[src/rtl/sd_spi_responder_if.sv]
// rtl/sd_spi_responder_if.sv - SPI-mode SD bus between host and sd_spi_responder
// The host drives sclk/mosi/ss; the responder drives miso and the decoded-command outputs.
interface sd_spi_responder_if;
  logic        sclk;
  logic        mosi;
  logic        ss;
  logic        miso;
  logic        cmd_valid;
  logic [5:0]  cmd_index;
  logic [31:0] cmd_arg;
  logic        in_idle;

  modport master (
    output sclk, mosi, ss,
    input  miso, cmd_valid, cmd_index, cmd_arg, in_idle
  );

  modport slave (
    input  sclk, mosi, ss,
    output miso, cmd_valid, cmd_index, cmd_arg, in_idle
  );
endinterface

[src/rtl/sd_spi_responder.sv]
// rtl/sd_spi_responder.sv - SD SPI-mode command receiver returning an R1 response
// Optional CRC7 frame check is compiled in when SD_SPI_RESPONDER_CRC_CHECK_EN is defined.
module sd_spi_responder #(
  parameter int NCR         = 1,
  parameter int SYNC_STAGES = 2
) (
  input logic               clk,
  input logic               rst_n,
  sd_spi_responder_if.slave bus
);

  typedef enum logic [1:0] {HUNT, CMD, FILL, RESP} state_t;

  localparam logic [6:0] FILL_LAST = 7'(8 * NCR - 1);
  localparam logic [6:0] RESP_BITS = 7'd8;

  logic [SYNC_STAGES-1:0] sclk_sync_q;
  logic [SYNC_STAGES-1:0] mosi_sync_q;
  logic [SYNC_STAGES-1:0] ss_sync_q;
  logic                   sclk_prev_q;
  logic                   sclk_s;
  logic                   mosi_s;
  logic                   ss_s;
  logic                   sclk_rise;
  logic                   sclk_fall;

  state_t      state_q, state_d;
  logic [5:0]  bit_cnt_q, bit_cnt_d;
  // Holds frame bits 45..1 once bit 48 arrives; start/transmission bits are implied.
  logic [44:0] shift_q, shift_d;
  logic [6:0]  fall_cnt_q, fall_cnt_d;
  logic [7:0]  r1_q, r1_d;
  logic        miso_q, miso_d;
  logic        cmd_valid_q, cmd_valid_d;
  logic [5:0]  cmd_index_q, cmd_index_d;
  logic [31:0] cmd_arg_q, cmd_arg_d;
  logic        in_idle_q, in_idle_d;

  always_ff @(posedge clk or negedge rst_n) begin
    if (!rst_n) begin
      sclk_sync_q <= '0;
      mosi_sync_q <= '1;
      ss_sync_q   <= '1;
      sclk_prev_q <= 1'b0;
    end else begin
      sclk_sync_q[0] <= bus.sclk;
      mosi_sync_q[0] <= bus.mosi;
      ss_sync_q[0]   <= bus.ss;
      for (int i = 1; i < SYNC_STAGES; i++) begin
        sclk_sync_q[i] <= sclk_sync_q[i-1];
        mosi_sync_q[i] <= mosi_sync_q[i-1];
        ss_sync_q[i]   <= ss_sync_q[i-1];
      end
      sclk_prev_q <= sclk_s;
    end
  end

  assign sclk_s    = sclk_sync_q[SYNC_STAGES-1];
  assign mosi_s    = mosi_sync_q[SYNC_STAGES-1];
  assign ss_s      = ss_sync_q[SYNC_STAGES-1];
  assign sclk_rise = sclk_s & ~sclk_prev_q;
  assign sclk_fall = ~sclk_s & sclk_prev_q;

`ifdef SD_SPI_RESPONDER_CRC_CHECK_EN
  function automatic logic [6:0] crc7(input logic [39:0] d);
    logic [6:0] c;
    logic       fb;
    c = '0;
    for (int i = 39; i >= 0; i--) begin
      fb = d[i] ^ c[6];
      c  = {c[5:0], 1'b0};
      if (fb) c = c ^ 7'h09;
    end
    return c;
  endfunction

  logic crc_bad;
  assign crc_bad = crc7({2'b01, shift_q[44:7]}) != shift_q[6:0];
`endif

  always_comb begin
    state_d     = state_q;
    bit_cnt_d   = bit_cnt_q;
    shift_d     = shift_q;
    fall_cnt_d  = fall_cnt_q;
    r1_d        = r1_q;
    miso_d      = miso_q;
    cmd_valid_d = 1'b0;
    cmd_index_d = cmd_index_q;
    cmd_arg_d   = cmd_arg_q;
    in_idle_d   = in_idle_q;

    if (ss_s) begin
      state_d    = HUNT;
      miso_d     = 1'b1;
      bit_cnt_d  = '0;
      fall_cnt_d = '0;
    end else begin
      case (state_q)
        HUNT: begin
          if (sclk_fall) miso_d = 1'b1;
          if (sclk_rise && !mosi_s) begin
            state_d   = CMD;
            bit_cnt_d = 6'd1;
          end
        end

        CMD: begin
          if (sclk_rise) begin
            shift_d   = {shift_q[43:0], mosi_s};
            bit_cnt_d = bit_cnt_q + 6'd1;
            if (bit_cnt_q == 6'd1 && !mosi_s) begin
              state_d   = HUNT;
              bit_cnt_d = '0;
            end else if (bit_cnt_q == 6'd47) begin
              // mosi_s is the stop bit; shift_q already carries bits 45..1.
              bit_cnt_d = '0;
              if (!mosi_s) begin
                state_d = HUNT;
              end else begin
                state_d     = FILL;
                fall_cnt_d  = '0;
                cmd_valid_d = 1'b1;
                cmd_index_d = shift_q[44:39];
                cmd_arg_d   = shift_q[38:7];
                case (shift_q[44:39])
                  6'd0: begin
                    r1_d      = 8'h01;
                    in_idle_d = 1'b1;
                  end
                  6'd1: begin
                    r1_d      = 8'h00;
                    in_idle_d = 1'b0;
                  end
                  default: r1_d = {5'b0, 1'b1, 1'b0, in_idle_q};
                endcase
`ifdef SD_SPI_RESPONDER_CRC_CHECK_EN
                if (crc_bad) begin
                  r1_d      = {4'b0, 1'b1, 2'b0, in_idle_q};
                  in_idle_d = in_idle_q;
                end
`endif
              end
            end
          end
        end

        FILL: begin
          if (sclk_fall) begin
            miso_d = 1'b1;
            if (fall_cnt_q == FILL_LAST) begin
              state_d    = RESP;
              fall_cnt_d = '0;
            end else begin
              fall_cnt_d = fall_cnt_q + 7'd1;
            end
          end
        end

        RESP: begin
          // Eight falls shift R1 out MSB first; the ninth fall releases miso.
          if (sclk_fall) begin
            if (fall_cnt_q == RESP_BITS) begin
              miso_d     = 1'b1;
              state_d    = HUNT;
              fall_cnt_d = '0;
            end else begin
              miso_d     = r1_q[7];
              r1_d       = {r1_q[6:0], 1'b0};
              fall_cnt_d = fall_cnt_q + 7'd1;
            end
          end
        end

        default: state_d = HUNT;
      endcase
    end
  end

  always_ff @(posedge clk or negedge rst_n) begin
    if (!rst_n) begin
      state_q     <= HUNT;
      bit_cnt_q   <= '0;
      shift_q     <= '0;
      fall_cnt_q  <= '0;
      r1_q        <= '0;
      miso_q      <= 1'b1;
      cmd_valid_q <= 1'b0;
      cmd_index_q <= '0;
      cmd_arg_q   <= '0;
      in_idle_q   <= 1'b1;
    end else begin
      state_q     <= state_d;
      bit_cnt_q   <= bit_cnt_d;
      shift_q     <= shift_d;
      fall_cnt_q  <= fall_cnt_d;
      r1_q        <= r1_d;
      miso_q      <= miso_d;
      cmd_valid_q <= cmd_valid_d;
      cmd_index_q <= cmd_index_d;
      cmd_arg_q   <= cmd_arg_d;
      in_idle_q   <= in_idle_d;
    end
  end

  assign bus.miso      = miso_q;
  assign bus.cmd_valid = cmd_valid_q;
  assign bus.cmd_index = cmd_index_q;
  assign bus.cmd_arg   = cmd_arg_q;
  assign bus.in_idle   = in_idle_q;

endmodule

[src/flat_wrapper.sv]
// flat-port wrapper written by rule: the top's interface ports become plain ports
module sd_spi_responder_flat 
#(
  parameter int NCR         = 1,
  parameter int SYNC_STAGES = 2
)
  (clk, rst_n, bus_sclk, bus_mosi, bus_ss, bus_miso, bus_cmd_valid, bus_cmd_index, bus_cmd_arg, bus_in_idle);
  sd_spi_responder_if bus_i ();
  input logic clk;
  input logic rst_n;
  input wire logic [$bits(bus_i.sclk)-1:0] bus_sclk;
  input wire logic [$bits(bus_i.mosi)-1:0] bus_mosi;
  input wire logic [$bits(bus_i.ss)-1:0] bus_ss;
  output wire logic [$bits(bus_i.miso)-1:0] bus_miso;
  output wire logic [$bits(bus_i.cmd_valid)-1:0] bus_cmd_valid;
  output wire logic [$bits(bus_i.cmd_index)-1:0] bus_cmd_index;
  output wire logic [$bits(bus_i.cmd_arg)-1:0] bus_cmd_arg;
  output wire logic [$bits(bus_i.in_idle)-1:0] bus_in_idle;
  assign bus_i.sclk = bus_sclk;
  assign bus_i.mosi = bus_mosi;
  assign bus_i.ss = bus_ss;
  assign bus_miso = bus_i.miso;
  assign bus_cmd_valid = bus_i.cmd_valid;
  assign bus_cmd_index = bus_i.cmd_index;
  assign bus_cmd_arg = bus_i.cmd_arg;
  assign bus_in_idle = bus_i.in_idle;
  sd_spi_responder #(.NCR(NCR), .SYNC_STAGES(SYNC_STAGES)) u_core (.clk(clk), .rst_n(rst_n), .bus(bus_i));
endmodule
[config.mk]
export PLATFORM = sky130hd
export DESIGN_NAME = sd_spi_responder_flat
export DESIGN_NICKNAME = d
export VERILOG_FILES = /design/src/rtl/sd_spi_responder_if.sv /design/src/rtl/sd_spi_responder.sv /design/src/flat_wrapper.sv
export SDC_FILE = /design/constraint.sdc
export NUM_CORES = 1
export LEC_CHECK = 0
export ABC_AREA = 1
export BUFFER_PORTS_ARGS = -buffer_cell sky130_fd_sc_hd__buf_2
export CAP_MARGIN = 20
export CORE_ASPECT_RATIO = 0.5
export CORE_MARGIN = 8
export CORE_UTILIZATION = 30
export DETAILED_ROUTE_END_ITERATION = 7
export SLEW_MARGIN = 10
export SYNTH_ARGS = -nofsm -noshare
export SYNTH_HDL_FRONTEND = slang
export SYNTH_SLANG_ARGS = --single-unit
[constraint.sdc]
create_clock -name clk -period 4.4 [get_ports clk]
set_input_delay 0.66 -clock clk [delete_from_list [all_inputs] [get_ports clk]]
set_output_delay 0.66 -clock clk [all_outputs]
set_load 0.01 [all_outputs]
# --- Word-level counts from Yosys, hierarchy flattened ---
# Cells that the tools add are included.
# W data, S select, Z words.
classes:
  mux: 47
  eq_ne: 25
  bitwise: 6
  n_reduce_logical: 19
  n_addsub: 2
ops:
  columns: ["cell", "count"]
  rows:
  - ["$mux W7", 9]
  - ["$mux W8", 6]
  - ["$mux W6", 5]
  - ["$ne A3 B1 Y1 const B", 9]
  - ["$pmux W7 S3", 1]
  - ["$reduce_and A7 Y1", 3]
  - ["$mux W2", 10]
  - ["$pmux W8 S2", 1]
  - ["$eq A6 B1 Y1 const B", 2]
  - ["$pmux W6 S2", 1]
  - ["$mux W1", 10]
  - ["$reduce_and A3 Y1", 3]
  - ["$ne A2 B1 Y1 const B", 4]
  - ["$pmux W2 S4", 1]
  - ["$reduce_and A8 Y1", 1]
  - ["$add A7 B1 Y7 const B", 1]
  - ["$eq A7 B3 Y1 const B", 1]
  - ["$eq A7 B4 Y1 const B", 1]
  - ["$add A6 B1 Y6 const B", 1]
  - ["$eq A6 B6 Y1 const B", 1]
  - ["$logic_not A6 Y1", 1]
  - ["$pmux W3 S2", 1]
  - ["$reduce_and A6 Y1", 1]
  - ["$reduce_bool A3 Y1", 2]
  - ["other kinds (14)", 23]
totals:
  word_cells: 113
  inputBits: 5
  regBits: 116

# --- Depth between registers and ports, before layout ---
# Gate-level depths: netlist of run 1.
depth:
  depth_word: 7
  ltp_mapped: 11

# --- Worst setup path after synthesis of run 1 ---
# Ideal clock, no wire load.
synth_path:
  path_type: "reg2reg"
  from: "register u_core.state_q[1]"
  to: "register u_core.cmd_arg_q[26], in the netlist u_core.bus.cmd_arg[26]"
  path_buffers: 1
  required_ps: 4282
  arrival_time_ps: 1562
  stages_incl_launch_ff: 11
  synth_period_minus_slack_ps: 1679
  setup_slack_ps: 2721
  path_cell_list: "dfrtp_1 > inv_1 > ha_1 > inv_2 > nor2_4 > nand2_1 > nor2_8 > inv_4 > buf_6 > nand2_1 > o21ai_2"
synth_between:
  elab_chain_cells: 2
synth_rtl:
  columns: ["item", "line", "rtl"]
  rows:
  - ["start: declaration", "sd_spi_responder.sv:27", "state_t state_q, state_d;"]
  - ["start signal: assignment", "sd_spi_responder.sv:193", "state_q <= state_d;"]
  - ["$eq A2 B1 Y1", "sd_spi_responder.sv:99", "case (state_q)"]
  - ["$reduce_and A6 Y1 (no source line)", null, null]
  - ["end signal: assignment", "sd_spi_responder.sv:201", "cmd_arg_q <= cmd_arg_d;"]
  - ["end: declaration", "sd_spi_responder.sv:36", "logic [31:0] cmd_arg_q, cmd_arg_d;"]
# No other way between the ends.
# A chain may end at the register's enable or synchronous reset.

# --- Worst setup path in the final report of run 1 ---
layout_path:
  from: "register u_core.state_q[1]"
  to: "register u_core.shift_q[1]"
layout_between:
  elab_chain_cells: 2
layout_rtl:
  columns: ["item", "line", "rtl"]
  rows:
  - ["$eq A2 B1 Y1", "sd_spi_responder.sv:99", null]
  - ["$reduce_and A3 Y1 (no source line)", null, null]
  - ["end signal: assignment", "sd_spi_responder.sv:195", "shift_q <= shift_d;"]
  - ["end: declaration", "sd_spi_responder.sv:30", "logic [44:0] shift_q, shift_d;"]
# No other way between the ends.

==> summary.txt, run 1 <==
Setup path
  • Critical Path Source: u_core.state_q[1]$_DFFE_PN0P_
  • Critical Path Start Type: flop
  • CP Max Fanout: 40
  • Critical Path End Type: flop
  • Setup CP Type: flop to flop
  • Reg2Reg Launch Point: u_core.state_q[1]$_DFFE_PN0P_
  • WP data required: 4.69 ns
  • CP Data Arrival Time: 2.78 ns

Yosys
  • Post-synth top area share: 0.5247
  • Ys flop type: dfrtp_1
  • Synth async-reset ratio: 1.000
  • Most frequent cell after synthesis: nand2_1
  • Post-synth top area cell: dfrtp_1
  • Post-synth EDFFs: 0
  • Syn avg cell area: 9.470 sq um
  • Top cells by area, synth: dfrtp_1 (52%), nand2_1 (10%), o21ai_2 (7.3%)
  • Post-synthesis net count: 569
  • Yosys reg bits: 116
  • Yosys Warn Count: 0
  • Post-synth top cells: nand2_1 (140), dfrtp_1 (110), inv_1 (63)
  • Post-Syn Area: 0.005246 sq mm
  • Post-Syn Instances: 554
  • Sequential-to-total area share from yosys stat: 0.5547
  • Netlist cell types: 32

STA
  • Skew final: 0.01003 ns
  • Setup TNS: 0 ns
  • Endpoints failing setup: 0
  • Worst Tran Pin Value: 1.030 ns
  • Period utilisation layout: 0.5644
  • Final hold vios: 0
  • Fin. max-slew vios: 0
  • Slew margin rel.: 0.3131
  • Final worst setup slack: 1.917 ns
  • RSZ-0062 raised after global routing: false
  • Period minus WS final: 2.483 ns
  • Max Fclk: 402.7 MHz

Pwr
  • P_int: 2148 uW
  • Sequential power share: 0.385
  • Pwr Total: 3020 uW
  • Switch share: 0.2886
  • Max IR drop VDD: 0.0002213 V
  • Leakage: 0.002973 uW
  • Clock network fraction of total power: 0.478
  • Part of the power in combinational logic: 0.137
  • P_sw: 871.6 uW
  • PwrDens: 481.8 mW/mm^2

Place
  • Placed wire-length estimate: 7.005 mm
  • IO Port Bufs: 45
  • Pre-CTS WS: 1.876 ns
  • Placer Congestion: 0.7997

Detailed routing
  • DR vias: 3609
  • Drt drc: 0
  • ANT nets after route: 0
  • WL/cell: 12.06 um
  • Final wirelength: 10.24 mm
  • Total iterations of the first detailed-routing run: 4
  • Initial DRC count: 232
  • DR vias/cell: 4.251

Finish
  • Layout filler cell count: 1727
  • Area of the multi-input gates: 0.001931 sq mm
  • Util after Layout: 0.3638
  • Sequential Area: 0.002910 sq mm
  • ANT cells: 0
  • Layout cell share with drive strength beyond 1: 0.2829
  • Layout Nets: 617
  • Area Overhead vs Synth: 19.46%

Global routing
  • GRT Total Usage: 0.09710
  • First-pass GRT wire length: 17.62 mm
  • Largest net degree at the start of global routing: 74
  • GR Overflow Total: 0
  • Antenna violations before repair: 0
  • Vias in the first global route: 3620

Clock tree
  • Clock slew at reported path FFs: 0.06 ns
  • Total CTS buffers: 17
  • CTS tree: yes
  • CTS max path bufs: 2
  • Hold-fix buffers at CTS: 0
  • CTS Sinks: 116
  • Root Buffer: clkbuf_16
  • CTS resizes: 0
  • Postcts setup bufs: 0
  • H-tree levels: 4
  • Clk_lat worst skew: 0.41 ns

Die
  • Die ar.: 0.02223 sq mm
  • Cell Rows: 34
  • Core area: 0.01723 sq mm
  • Initial Util: 0.3045
  • Die Y: 109.5 um
  • IO Count: 46
  • Die W: 203.0 um

Hold path
  • Worst hold path class: primary input to asynchronous set/reset pin

Run status
  • Status: completed

Run
  • Max-Cap Viols: 0
cell type report:
| class | instances | share of cell area |
|---|---|---|
| clock buffer | 17 | 0.06788 |
| tap | 234 | 0.04672 |
| timing repair buffer | 48 | 0.03993 |
| sequential | 116 | 0.4644 |
| multi-input combinational | 350 | 0.3080 |
| clock inverter | 15 | 0.03134 |
| inverter | 69 | 0.04172 |
logic make-up after synthesis:
family | share of synthesized area
buf+inv | 0.07727
fa+ha+maj | 0.02385
compound gates | 0.1340
flops | 0.5547
simple gates | 0.2068
xor+xnor | 0.003340
stage by stage:
step                      instance area, sq um  std cells  hold WS, ns
after floorplan                           5246        554       0.3312
after global placement                    5645        817       0.3428
after detailed placement                  5645        817       0.3470
after CTS                                 6267        849       0.3334
after global routing                      6267        849       0.3346
final                                     6267        849       0.3402
cells in the final DEF, fill, tap and decap left out, types with 3 or more instances in the layout:
cell type,count
nand2_1,140
dfrtp_1,110
inv_1,63
o21ai_0,51
o21ai_2,44
buf_2,44
nand2_2,30
nor2_1,24
clkbuf_16,17
nand3_1,16
ha_1,10
a21oi_1,6
dfstp_2,6
nand4_1,5
inv_2,4
nor2_4,4
nor3_1,4
inv_6,4
buf_4,4
nand3b_1,3
clkinv_4,3
bufinv_16,3
clkinvlp_4,3
layer usage:
layer | part of all wire | up-vias | global-route usage
li1 | - | 1859 | -
met1 | 0.48 | 1696 | 0.1219
met2 | 0.47 | 40 | 0.1538
met3 | 0.025 | 14 | 0.02441
met4 | 0.017 | 0 | 0.05455
met5 | 0 | - | 0
sequential cells by signal, summed over array words and instances, names as in the netlist:
name and count:
u_core.shift_q 45, u_core.bus.cmd_arg 32, u_core.r1_q 8, u_core.fall_cnt_q 7, u_core.bit_cnt_q 6, u_core.bus.cmd_index 6
u_core.mosi_sync_q 2, u_core.sclk_sync_q 2, u_core.ss_sync_q 2, u_core.state_q 2, u_core.bus.cmd_valid 1, u_core.bus.in_idle 1
u_core.bus.miso 1, u_core.sclk_prev_q 1
critical path: stages (launching register included):
cell      delay [ns]
dfrtp_1         0.41
inv_1           0.15
ha_1            0.28
inv_2           0.09
nor2_4          0.14
inv_2           0.07
nor2_4          0.57
clkinv_1        0.42
nand2_1         0.14
o21ai_0         0.08
final timing paths:
kind	cells after the start	end	slack (ns)
max in group asynchronous	2	u_core.bus.in_idle$_DFFE_PN1P_	3.13
min reg2reg	0	u_core.ss_sync_q[1]$_DFF_PN1_	0.36
min in group clk	1	u_core.mosi_sync_q[0]$_DFF_PN1_	0.35
min	1	u_core.bus.cmd_arg[22]$_DFFE_PN0P_	0.34
max	9	u_core.shift_q[1]$_DFFE_PN0P_	1.92
max reg2reg	9	u_core.shift_q[1]$_DFFE_PN0P_	1.92
power by group through the flow:
stage | Clock [uW] | Sequential (uW) | Combinational (uW)
2_1_floorplan | 0 | 1170 | 310
3_3_place_gp | 0 | 1180 | 401
3_5_place_dp | 0 | 1180 | 412
4_1_cts | 1480 | 1160 | 415
5_1_grt | 1520 | 1170 | 472
6_report | 1440 | 1160 | 413
Note: power is estimated with default switching activity, not from simulation.
==> run 2, diff against run 1 <==
==> constraint.sdc (replaced) <==
create_clock -name clk -period 2.24 [get_ports clk]
set_input_delay 0.336 -clock clk [delete_from_list [all_inputs] [get_ports clk]]
set_output_delay 0.336 -clock clk [all_outputs]
set_load 0.01 [all_outputs]
==> summary.txt, run 2 (synthesis gave the netlist of run 1 again) <==
Die
  • Core area: 0.01723 sq mm
  • Cell Rows: 34
  • Initial Util: 0.3045
  • Die W: 203.0 um
  • Die Y: 109.5 um
  • Die ar.: 0.02223 sq mm
  • IO Count: 46

Setup path
  • Setup CP Type: flop to flop
  • CP Max Fanout: 26
  • Reg2Reg Launch Point: u_core.state_q[1]$_DFFE_PN0P_
  • R2r endpoint: u_core.bus.cmd_arg[15]$_DFFE_PN0P_
  • Critical-path cell list: inv_1 -> ha_1 -> inv_2 -> nor2_4 -> nand2_1 -> nor2_8 -> inv_4 -> buf_12 -> nand2_2 -> o21ai_2
  • Critical Path End Type: flop
  • Setup slack, reg-to-reg: 0.27 ns
  • WP data required: 2.54 ns
  • Crit-path max cell delay: 0.40 ns
  • CP Data Arrival Time: 2.27 ns
  • CP max-delay cell: dfrtp_1
  • Worst r2r path cells: 10
  • Critical Path Start Type: flop

Detailed routing
  • Initial DRC count: 269
  • Total iterations of the first detailed-routing run: 4
  • WL/cell: 11.85 um
  • Final wirelength: 10.13 mm
  • DR vias: 3596
  • DR vias/cell: 4.206
  • Drt drc: 0
  • ANT nets after route: 0

Pwr
  • Part of the power in combinational logic: 0.140
  • PwrDens: 914.2 mW/mm^2
  • Leakage: 0.003004 uW
  • Max IR drop VDD: 0.0005458 V
  • Clock network fraction of total power: 0.467
  • Switch share: 0.2903
  • P_sw: 1682 uW
  • Sequential power share: 0.393
  • P_int: 4111 uW

Hold path
  • Min-delay src: bus_ss
  • Worst Hold End: u_core.ss_sync_q[0]$_DFF_PN1_
  • Worst hold path class: primary input to flop
  • Worst hold path depth: 1

STA
  • Final worst setup slack: 0.2729 ns
  • Max Fclk: 508.4 MHz
  • Period minus WS final: 1.967 ns
  • Slew margin rel.: 0.6566
  • WHS: 0.03234 ns
  • Skew final: 0.01386 ns
  • Final hold vios: 0
  • Fin. max-slew vios: 0
  • Setup TNS: 0 ns
  • Endpoints failing setup: 0
  • RSZ-0062 raised after global routing: false
  • Period utilisation layout: 0.8782
  • Worst Tran Pin Value: 0.5151 ns

Clock tree
  • CTS Sinks: 116
  • Total CTS buffers: 17
  • H-tree levels: 4
  • CTS tree: yes
  • Root Buffer: clkbuf_16
  • Clock slew at reported path FFs: 0.06 ns
  • Clk_lat worst skew: 0.41 ns
  • CTS max path bufs: 2
  • Postcts setup bufs: 0

Run status
  • Status: completed

Global routing
  • Antenna violations before repair: 0
  • Vias in the first global route: 3625
  • GR Overflow Total: 0
  • Largest net degree at the start of global routing: 61
  • First-pass GRT wire length: 17.77 mm
  • GRT Total Usage: 0.09850

Finish
  • Layout filler cell count: 1727
  • Most frequent cells in the layout: nand2_1 (140), dfrtp_1 (110), inv_1 (63), o21ai_0 (51)
  • Layout cell share with drive strength beyond 1: 0.2882
  • ANT cells: 0
  • Area of the multi-input gates: 0.001931 sq mm
  • Largest register FFs: 45
  • Area Overhead vs Synth: 20.80%
  • Layout Nets: 623
  • Largest Register: u_core.shift_q
  • Commonest non-fill, non-tap cell in the layout: nand2_1
  • Sequential Area: 0.002910 sq mm

Place
  • Pre-CTS WS: 0.2668 ns
  • Placer Congestion: 0.7971
  • Placed wire-length estimate: 7.056 mm
  • IO Port Bufs: 45

Run
  • Max-Cap Viols: 0
## run 2: per-layer routing
| metal | vias up | GRT usage | wire, um |
|---|---|---|---|
| met4 | 0 | 0.04478 | 142 |
| met3 | 7 | 0.03000 | 387 |
| met1 | 1683 | 0.1286 | 5037 |
| met2 | 37 | 0.1502 | 4567 |
| met5 | - | 0 | 0 |
| li1 | 1869 | - | - |
## run 2: per-stage QoR
step                instances  power, uW  cell area (sq um)    util
finish                    855       5794               6337  0.3678
global route              855       6096               6337  0.3678
CTS                       855       5864               6337  0.3678
detailed placement        822       3125               5733  0.3328
global placement          822       3113               5733  0.3328
floorplan                 554       2909               5246       -
## run 2: final cells by class
| class | count | share of cell area |
|---|---|---|
| clock buffers | 17 | 0.06713 |
| well taps | 234 | 0.04620 |
| clock inverters | 15 | 0.02665 |
| repair buffers | 54 | 0.05489 |
| flip-flops and latches | 116 | 0.4592 |
| inverters | 69 | 0.04126 |
| multi-input cells | 350 | 0.3046 |
## run 2: timing repair
action                     CTS  global route
hold endpoints to repair    34             0
hold buffers                 1             0
gates resized for setup      0             0
setup endpoints to repair    0             0
## run 2: worst max path at each step
stage                                  start                                 end  slack (ns)  depth (start not counted)
5_1_grt        u_core.state_q[1]$_DFFE_PN0P_   u_core.bus.cmd_arg[9]$_DFFE_PN0P_        0.11                         10
4_1_cts        u_core.state_q[1]$_DFFE_PN0P_   u_core.bus.cmd_arg[1]$_DFFE_PN0P_        0.27                         10
3_3_place_gp   u_core.state_q[1]$_DFFE_PN0P_   u_core.bus.cmd_arg[9]$_DFFE_PN0P_        0.32                         10
6_report       u_core.state_q[1]$_DFFE_PN0P_  u_core.bus.cmd_arg[15]$_DFFE_PN0P_        0.27                         10
2_1_floorplan  u_core.state_q[1]$_DFFE_PN0P_  u_core.bus.cmd_arg[26]$_DFFE_PN0P_        0.56                         10
3_5_place_dp   u_core.state_q[1]$_DFFE_PN0P_   u_core.bus.cmd_arg[9]$_DFFE_PN0P_        0.27                         10
## run 2: power by group through the flow
stage	Sequential [uW]	Combinational (uW)	Clock, uW
floorplan	2300	610	0
global placement	2310	801	0
detailed placement	2310	810	0
CTS	2280	817	2770
global route	2290	933	2870
finish	2280	812	2700
## run 2: worst max-delay path: cells and delay by family (launching register included)
family / cells / cell delay [ns]
buf+inv: 4 / 0.61
simple gates: 4 / 0.52
flops: 1 / 0.40
fa+ha+maj: 1 / 0.26
compound gates: 1 / 0.05
==> run 3, diff against run 2 <==
--- a/config.mk
+++ b/config.mk
@@ -10,8 +10,9 @@
 export CAP_MARGIN = 20
 export CORE_ASPECT_RATIO = 0.5
 export CORE_MARGIN = 8
-export CORE_UTILIZATION = 30
+export CORE_UTILIZATION = 50
 export DETAILED_ROUTE_END_ITERATION = 7
+export PLACE_DENSITY = 0.71
 export SLEW_MARGIN = 10
 export SYNTH_ARGS = -nofsm -noshare
 export SYNTH_HDL_FRONTEND = slang
==> summary.txt, run 3 (synthesis gave the netlist of run 1 again) <==
Finish
  • ANT cells: 0
  • Layout Nets: 628
  • Largest register FFs: 45
  • Layout filler cell count: 851
  • Layout cell share with drive strength beyond 1: 0.2907
  • Commonest non-fill, non-tap cell in the layout: nand2_1
  • Area Overhead vs Synth: 19.58%
  • Most frequent cells in the layout: nand2_1 (140), dfrtp_1 (110), inv_1 (63), o21ai_0 (51)
  • Sequential Area: 0.002910 sq mm
  • Largest Register: u_core.shift_q
  • Area of the multi-input gates: 0.001931 sq mm

Setup path
  • Crit path to: u_core.bus.cmd_arg[8]$_DFFE_PN0P_
  • Setup CP Type: flop to flop
  • CP Data Arrival Time: 2.33 ns
  • CP Max Fanout: 30
  • Worst r2r path cells: 10
  • Critical Path Source: u_core.state_q[1]$_DFFE_PN0P_
  • Critical Path Start Type: flop
  • WP data required: 2.53 ns
  • Critical Path End Type: flop
  • R2r endpoint: u_core.bus.cmd_arg[8]$_DFFE_PN0P_
  • Reg2Reg Launch Point: u_core.state_q[1]$_DFFE_PN0P_
  • Setup slack, reg-to-reg: 0.21 ns

Detailed routing
  • Initial DRC count: 225
  • Drt drc: 0
  • WL/cell: 13.28 um
  • ANT nets after route: 0
  • Total iterations of the first detailed-routing run: 4
  • DR vias/cell: 4.838
  • DR vias: 3706
  • Final wirelength: 10.17 mm

Run
  • Max-Cap Viols: 0

Die
  • Die W: 160.9 um
  • Initial Util: 0.5136
  • IO Count: 46
  • Cell Rows: 26
  • Die ar.: 0.01422 sq mm
  • Core area: 0.01021 sq mm
  • Die Y: 88.43 um

Global routing
  • Vias in the first global route: 3692
  • Largest net degree at the start of global routing: 45
  • First-pass GRT wire length: 17.28 mm
  • GRT Total Usage: 0.1511
  • Antenna violations before repair: 0
  • GR Overflow Total: 0

Pwr
  • P_int: 4259 uW
  • Part of the power in combinational logic: 0.142
  • Sequential power share: 0.393
  • Switch share: 0.2665
  • Leakage: 0.003045 uW
  • Max IR drop VDD: 0.0005333 V
  • PwrDens: 925.5 mW/mm^2
  • P_sw: 1547 uW
  • Clock network fraction of total power: 0.465

STA
  • Setup TNS: 0 ns
  • Worst Tran Pin Value: 0.4931 ns
  • Max Fclk: 491.6 MHz
  • Period minus WS final: 2.034 ns
  • Fin. max-slew vios: 0
  • WHS: 0.03968 ns
  • Skew final: 0.009344 ns
  • RSZ-0062 raised after global routing: false
  • Final worst setup slack: 0.2057 ns
  • Endpoints failing setup: 0
  • Slew margin rel.: 0.6712
  • Period utilisation layout: 0.9082
  • Final hold vios: 0

Clock tree
  • Total CTS buffers: 17
  • Clk_lat worst skew: 0.40 ns
  • H-tree levels: 4
  • Root Buffer: clkbuf_16
  • CTS Sinks: 116
  • CTS max path bufs: 2
  • CTS tree: yes
  • Clock slew at reported path FFs: 0.05 ns

Place
  • Pre-CTS WS: 0.1909 ns
  • Placer Congestion: 0.8652
  • Placed wire-length estimate: 6.929 mm
  • IO Port Bufs: 45

Hold path
  • Min-delay src: bus_mosi
  • Worst hold path depth: 1
  • Worst hold path class: primary input to flop

Run status
  • Status: completed
[run 3: stage by stage]
step / cell area (sq um) / utilization / cells / total power (uW)
6_report: 6274 / 0.6142 / 766 / 5806
5_1_grt: 6274 / 0.6142 / 766 / 6085
4_1_cts: 6232 / 0.6101 / 761 / 5854
3_5_place_dp: 5628 / 0.5510 / 728 / 3128
3_3_place_gp: 5628 / 0.5510 / 728 / 3100
2_1_floorplan: 5246 / - / 554 / 2909
[run 3: final cells by class]
type,instances,share of cell area
clock inverter,10,0.02074
inverter,69,0.04228
sequential,116,0.4639
multi-input combinational,350,0.3077
timing repair buffer,59,0.06342
tap,140,0.02792
clock buffer,22,0.07399
[run 3: worst min path at each step]
stage	to	slack (ns)
3_5_place_dp	u_core.fall_cnt_q[1]$_DFFE_PN0P_	0.34
6_report	u_core.mosi_sync_q[0]$_DFF_PN1_	0.04
2_1_floorplan	u_core.bit_cnt_q[0]$_DFFE_PN0P_	0.04
5_1_grt	u_core.ss_sync_q[0]$_DFF_PN1_	0.02
4_1_cts	u_core.mosi_sync_q[0]$_DFF_PN1_	0.02
3_3_place_gp	u_core.fall_cnt_q[1]$_DFFE_PN0P_	0.33
[run 3: layer usage]
metal  wire length (um)  vias up  global-route usage  part of all wire
met5                  0        -                   0                 0
met4                127        0             0.06422             0.012
met3                333       11             0.04921             0.033
met2               4932       50              0.2455              0.48
met1               4776     1772              0.1852              0.47
li1                   -     1873                   -                 -
[run 3: repair_timing]
item,4_1_cts,5_1_grt
hold buffers,1,0
endpoints found under the hold margin,31,0
setup endpoints to repair,0,7
setup buffers,0,5
gates resized for setup,0,1
[run 3: critical path: stages (launching register included)]
cell     delay, ns
dfrtp_1       0.40
inv_1         0.14
ha_1          0.26
inv_2         0.09
nor2_4        0.15
nand2_1       0.16
nor2_8        0.15
inv_4         0.17
buf_12        0.24
nand2_1       0.08
o21ai_2       0.05
[run 3: power groups by stage]
stage	clock network, uW	registers [uW]	logic, uW
2_1_floorplan	0	2300	610
3_3_place_gp	0	2310	788
3_5_place_dp	0	2320	811
4_1_cts	2750	2280	822
5_1_grt	2850	2290	942
6_report	2700	2280	826
